File: config.mk
export PLATFORM = sky130hd
export DESIGN_NAME = uart_mem_sequencer
export DESIGN_NICKNAME = d
export VERILOG_FILES = /design/src/rtl/uart_mem_sequencer.sv
export SDC_FILE = /design/constraint.sdc
export NUM_CORES = 1
export LEC_CHECK = 0
export CAP_MARGIN = 20
export CORE_ASPECT_RATIO = 0.5
export CORE_MARGIN = 3
export CORE_UTILIZATION = 40
export CTS_CLUSTER_SIZE = 16
export DETAILED_ROUTE_END_ITERATION = 10
export RECOVER_POWER = 50
export SYNTH_ARGS = -nofsm -noshare
export SYNTH_HDL_FRONTEND = slang
export SYNTH_SLANG_ARGS = --single-unit
File: constraint.sdc
create_clock -name clk_50m -period 3.9 [get_ports clk_50m]
set_input_delay 0.585 -clock clk_50m [delete_from_list [all_inputs] [get_ports clk_50m]]
set_output_delay 0.585 -clock clk_50m [all_outputs]
set_load 0.01 [all_outputs]
File: src/rtl/uart_mem_sequencer.sv
// Buffers a UART frame into memory, starts the downsampler, then streams the buffer back out; UART_SEQ_CHECKSUM_EN appends an XOR byte.
// Latency: memory write one cycle after an rx_byte_done rising edge; a tx byte is loaded two cycles after its address is presented.
// Backpressure: holds in TX_LOAD while tx_busy is high and waits for each byte's busy rise and fall before fetching the next.
module uart_mem_sequencer #(
    parameter int ADDR_W = 16
) (
    input  logic              clk_50m,
    input  logic              rst,
    input  logic              start,
    input  logic [ADDR_W-1:0] len,
    input  logic              rx_byte_done,
    input  logic [7:0]        rx_data,
    input  logic              tx_busy,
    output logic              tx_wr_en,
    output logic [7:0]        tx_data,
    output logic [ADDR_W-1:0] mem_addr,
    output logic              mem_we,
    output logic [7:0]        mem_wdata,
    input  logic [7:0]        mem_rdata,
    output logic              proc_start,
    input  logic              proc_done,
    output logic              busy,
    output logic              done
);

    typedef enum logic [2:0] {
        IDLE, RX, PROC, TX_RD, TX_LOAD, TX_WAIT, DONE
    } state_t;

    state_t            state, state_nxt;
    logic [ADDR_W:0]   len_q, cnt, cnt_inc;
    logic              rx_done_d, rx_edge, last_byte, seen_busy;
    logic              we_nxt, wr_nxt, ps_nxt, done_nxt;
`ifdef UART_SEQ_CHECKSUM_EN
    logic [7:0]        csum;
    logic              csum_phase;
`endif

    // One extra counter bit lets len=0 mean a full 2^ADDR_W-byte frame.
    assign cnt_inc   = cnt + (ADDR_W+1)'(1);
    assign last_byte = (cnt_inc == len_q);
    assign rx_edge   = rx_byte_done & ~rx_done_d;
    assign busy      = (state != IDLE);

    always_ff @(posedge clk_50m) begin
        if (rst) state <= IDLE;
        else     state <= state_nxt;
    end

    always_comb begin
        state_nxt = state;
        we_nxt    = 1'b0;
        wr_nxt    = 1'b0;
        ps_nxt    = 1'b0;
        done_nxt  = 1'b0;
        case (state)
            IDLE:    if (start) state_nxt = RX;
            RX: begin
                if (mem_we && last_byte) begin
                    state_nxt = PROC;
                    ps_nxt    = 1'b1;
                end else if (rx_edge) begin
                    we_nxt = 1'b1;
                end
            end
            PROC:    if (proc_done) state_nxt = TX_RD;
            TX_RD:   state_nxt = TX_LOAD;
            TX_LOAD: begin
                if (!tx_busy) begin
                    wr_nxt    = 1'b1;
                    state_nxt = TX_WAIT;
                end
            end
            TX_WAIT: begin
                if (seen_busy && !tx_busy) begin
`ifdef UART_SEQ_CHECKSUM_EN
                    if (csum_phase) begin
                        state_nxt = DONE;
                        done_nxt  = 1'b1;
                    end else if (last_byte) begin
                        state_nxt = TX_LOAD;
                    end else begin
                        state_nxt = TX_RD;
                    end
`else
                    if (last_byte) begin
                        state_nxt = DONE;
                        done_nxt  = 1'b1;
                    end else begin
                        state_nxt = TX_RD;
                    end
`endif
                end
            end
            DONE:    state_nxt = IDLE;
            default: state_nxt = IDLE;
        endcase
    end

    always_ff @(posedge clk_50m) begin
        if (rst) begin
            len_q      <= '0;
            cnt        <= '0;
            mem_addr   <= '0;
            mem_we     <= 1'b0;
            mem_wdata  <= '0;
            tx_wr_en   <= 1'b0;
            tx_data    <= '0;
            proc_start <= 1'b0;
            done       <= 1'b0;
            rx_done_d  <= 1'b0;
            seen_busy  <= 1'b0;
`ifdef UART_SEQ_CHECKSUM_EN
            csum       <= '0;
            csum_phase <= 1'b0;
`endif
        end else begin
            rx_done_d  <= rx_byte_done;
            mem_we     <= we_nxt;
            tx_wr_en   <= wr_nxt;
            proc_start <= ps_nxt;
            done       <= done_nxt;
            if (we_nxt) mem_wdata <= rx_data;
            case (state)
                IDLE: begin
                    if (start) begin
                        len_q    <= {(len == '0), len};
                        cnt      <= '0;
                        mem_addr <= '0;
`ifdef UART_SEQ_CHECKSUM_EN
                        csum       <= '0;
                        csum_phase <= 1'b0;
`endif
                    end
                end
                RX: begin
                    if (mem_we) begin
                        if (last_byte) begin
                            mem_addr <= '0;
                            cnt      <= '0;
                        end else begin
                            mem_addr <= mem_addr + ADDR_W'(1);
                            cnt      <= cnt_inc;
                        end
                    end
                end
                TX_LOAD: begin
                    if (!tx_busy) begin
                        seen_busy <= 1'b0;
`ifdef UART_SEQ_CHECKSUM_EN
                        tx_data <= csum_phase ? csum : mem_rdata;
                        if (!csum_phase) csum <= csum ^ mem_rdata;
`else
                        tx_data <= mem_rdata;
`endif
                    end
                end
                TX_WAIT: begin
                    if (tx_busy) seen_busy <= 1'b1;
                    if (seen_busy && !tx_busy) begin
`ifdef UART_SEQ_CHECKSUM_EN
                        if (last_byte) begin
                            csum_phase <= 1'b1;
                        end else if (!csum_phase) begin
                            mem_addr <= mem_addr + ADDR_W'(1);
                            cnt      <= cnt_inc;
                        end
`else
                        if (!last_byte) begin
                            mem_addr <= mem_addr + ADDR_W'(1);
                            cnt      <= cnt_inc;
                        end
`endif
                    end
                end
                default: ;
            endcase
        end
    end

endmodule

==> key figures <==
Synthesis
  – Top cell type's share of synthesized area: 0.351
  – Largest family of logic cells by synthesized area: simple AND/OR/NAND/NOR gates
  – Synth area leaders: dfxtp_1, a21oi_1, nand2_1
  – Register area share after synthesis: 0.351
  – Count leader, synth: dfxtp_1
  – Post-synth cell types: 62
  – Mux contribution to synthesized area: 0.0167
  – Syn nets: 583
  – Area leader, netlist: dfxtp_1
  – Simple-Gate Fraction of Synth Area: 0.325
  – Post-synth EDFFs: 0
  – Synth Instances: roughly 540
  – Post-Synth Adder-Cell Area: 0.00584
  – Most used flip-flop cell after synthesis: dfxtp_1
  – Syn Area/Cell: 7.89 um^2
  – Compound-gate portion of the synthesized area: 0.213
  – Post-Synth XOR/XNOR Area: 0.0307
  – Ys Warns: 0
  – FF+latch count, synth: 75
  – Fraction of registers with async set or reset after synthesis: 0
  – Most common library cells after synthesis: dfxtp_1, nand2_1, a21oi_1
  – Synth Cell Area: roughly 4300 um^2

Power
  – Flop pwr share: 0.401
  – Sw frac: 0.242
  – P_sw: approximately 490 uW
  – P_int: ~1.5 mW
  – Tot Pwr: 2.02 mW
  – Peak VDD IR: 0.000207 V
  – Clock share of power: 0.483
  – Comb pwr share: 0.116
  – Leakage: 1.80 nW
  – Pwr Density: 375 nW/um^2

Layout
  – Share of post-route cells with drive strength above 1: 0.0651
  – ANT cells: 0
  – Area growth from synthesis to layout: 25.9%
  – Final #Nets: 634

Clocking
  – Total CTS buffers: 9
  – Clock Latency Late Sink: between 0.3 and 0.4 ns
  – Clk slew on worst S/H paths: 0.06 ns
  – Setup Fix Bufs, Post-CTS: 0
  – # H-tree levels: 3
  – Clock sinks: 75
  – Clk buf depth: 2
  – Resize count post-CTS: 0
  – Hold_buf cts: 0
  – Root buffer cell: clkbuf_16
  – CTS tree: done

STA
  – Normalized max-slew margin: -0.367
  – Max-slew violation count: 45
  – Final Hold Viols: 0
  – Final setup vio count: 0
  – RSZ-0062 raised after global routing: no
  – Tightest Pin Transition: slightly above 2 ns
  – Final Cycle Share: 0.910
  – Max Fclk: 282 MHz
  – Worst Skew: 0.00621 ns
  – Setup_tns: 0 ns
  – Min Clock Period, post-route: ~3.6 ns

Placed design
  – Post-DP HPWL: roughly 8.6 mm
  – Final estimated routing congestion in global placement: between 0.8 and 0.9
  – IO buf count: 74

Run status
  – Outcome: finished, violations left
  – Violated checks: max-capacitance violations, max-slew violations

Die
  – Std-Cell Rows: 26
  – Width of the die: 152 um
  – Initial core utilization: 0.415
  – Core area: around 10000 um^2
  – Chip Height: 79.2 um
  – DIE AREA: 12100 um^2
  – Top Ports: between 70 and 80

Routing
  – Number of remaining DRC errors: 0
  – Avg Vias per Cell: 5.71
  – Routed WL: 12.1 mm
  – Drt pass-1 iters: 5
  – Routed Antenna Nets: 0
  – Vias: 4218
  – WL per Instance: about 16 um
  – Iteration-0 DRC Markers: 294

Critical path
  – CP Cell Sequence: ha_1, and4_1, nand2b_1, o211ai_1, o211ai_1, nor4_4, and3_4, nor4_1, mux2_1
  – CP endpoint kind: flip-flop
  – Worst Path Required: a little over 4 ns
  – Crit path max fanout: 58
  – Worst Setup Path Type: flip-flop to flip-flop
  – Crit path arrival time: around 3.8 ns
  – Slowest CP cell: and3_4
  – Most used cell, CP: o211ai_1
  – Crit-path max cell delay: 0.59 ns
  – Crit path max-delay family: simple AND/OR/NAND/NOR gates
  – Crit path launch type: flip-flop
  – Buf/Inv on CP: 0

Global routing
  – First-pass GRT wire length: 20.3 mm
  – Tot GR Track Use: 0.205
  – Antenna violations before repair: 0
  – Vias in the first global route: 4029
  – GRT overflow: 0
  – Largest net degree at the start of global routing: 59

Worst hold path
  – Hold crit path type: flip-flop to flip-flop

Flow run
  – Max cap viols: 1
-- power groups by stage --
stage	registers (mW)	logic [mW]	clock network, mW
2_1_floorplan	0.819	0.143	0
3_3_place_gp	0.826	0.235	0
3_5_place_dp	0.827	0.235	0
4_1_cts	0.810	0.237	0.998
5_1_grt	0.813	0.259	1.03
6_report	0.811	0.235	0.977
-- through the flow --
step,std cells,setup WS [ns],area [um^2],hold WS (ns),utilization
after floorplan,543,1.14,4280,0.448,-
after global placement,722,0.500,5040,0.442,0.489
after detailed placement,722,0.379,5040,0.446,0.489
after CTS,738,0.365,5390,0.454,0.523
after global routing,739,0.0178,5390,0.466,0.523
final,739,0.349,5390,0.449,0.523
-- worst register-to-register path, cell delays in order (launching register included) --
cell and delay (ns):
dfxtp_1 0.45, ha_1 0.34, and4_1 0.55, nand2b_1 0.21
o211ai_1 0.21, o211ai_1 0.22, nor4_4 0.40, and3_4 0.59
nor4_1 0.13, mux2_1 0.34
-- cells by family (layout without fill, tap and decap cells) --
logic type	after synthesis	after routing
compound gates	148	148
fa+ha+maj	2	2
simple gates	246	246
xor+xnor	15	15
buf+inv	50	106
mux	7	7
flops	75	75
-- routing by layer --
layer / global-route usage / vias to the layer above / part of all wire
li1: - / 2120 / -
met1: 0.296 / 1972 / 0.52
met4: 0.0413 / 0 / 0.0070
met5: 0 / - / 0
met3: 0.0746 / 10 / 0.076
met2: 0.292 / 116 / 0.39
-- cells in the final DEF, fill, tap and decap left out, types with 2 or more instances in the layout --
master / n
dfxtp_1: 75
nand2_1: 73
a21oi_1: 70
clkdlybuf4s50_1: 45
nand3_1: 34
dlygate4sd3_1: 29
o31ai_1: 25
or4_1: 24
nand2b_1: 15
nor4_1: 15
nor2_1: 14
o21ai_1: 13
nand4_1: 12
xnor2_1: 11
and3_1: 10
inv_1: 9
clkbuf_16: 9
nor3_1: 7
and2_1: 7
o21ai_0: 7
nor2b_1: 6
mux2i_1: 6
or3_1: 6
and4_1: 5
buf_4: 5
a31oi_1: 4
xor2_1: 4
a21o_1: 4
o211ai_1: 4
o22ai_1: 3
nor4_2: 3
nor3_2: 3
bufinv_16: 3
a31o_1: 2
nand3b_1: 2
ha_1: 2
clkinv_4: 2
-- state kept, by name, indices dropped and copies added, names as in the netlist, 3 cells and up --
name	flops
tx_data	8
len_q	17
mem_addr	16
state	3
cnt	17
mem_wdata	8
-- layout make-up --
cell class	instances	area (um^2)
Fill cell	1039	4920
Multi-Input combinational cell	418	2540
Sequential cell	75	1500
Timing Repair Buffer	81	790
Clock buffer	10	239
Tap cell	140	175
Clock inverter	6	113
Inverter	9	33.8
-- final timing paths --
kind | start | end | slack [ns] | cells past startpoint
setup / recovery | cnt[0]$_SDFFE_PP0P_ | cnt[13]$_SDFFE_PP0P_ | 0.35 | 9
hold / removal | tx_data[2]$_SDFFE_PP0P_ | tx_data[2]$_SDFFE_PP0P_ | 0.45 | 2
setup reg to reg | cnt[0]$_SDFFE_PP0P_ | cnt[13]$_SDFFE_PP0P_ | 0.35 | 9
hold reg to reg | tx_data[2]$_SDFFE_PP0P_ | tx_data[2]$_SDFFE_PP0P_ | 0.45 | 2
Power figures use the tool's default switching activity.
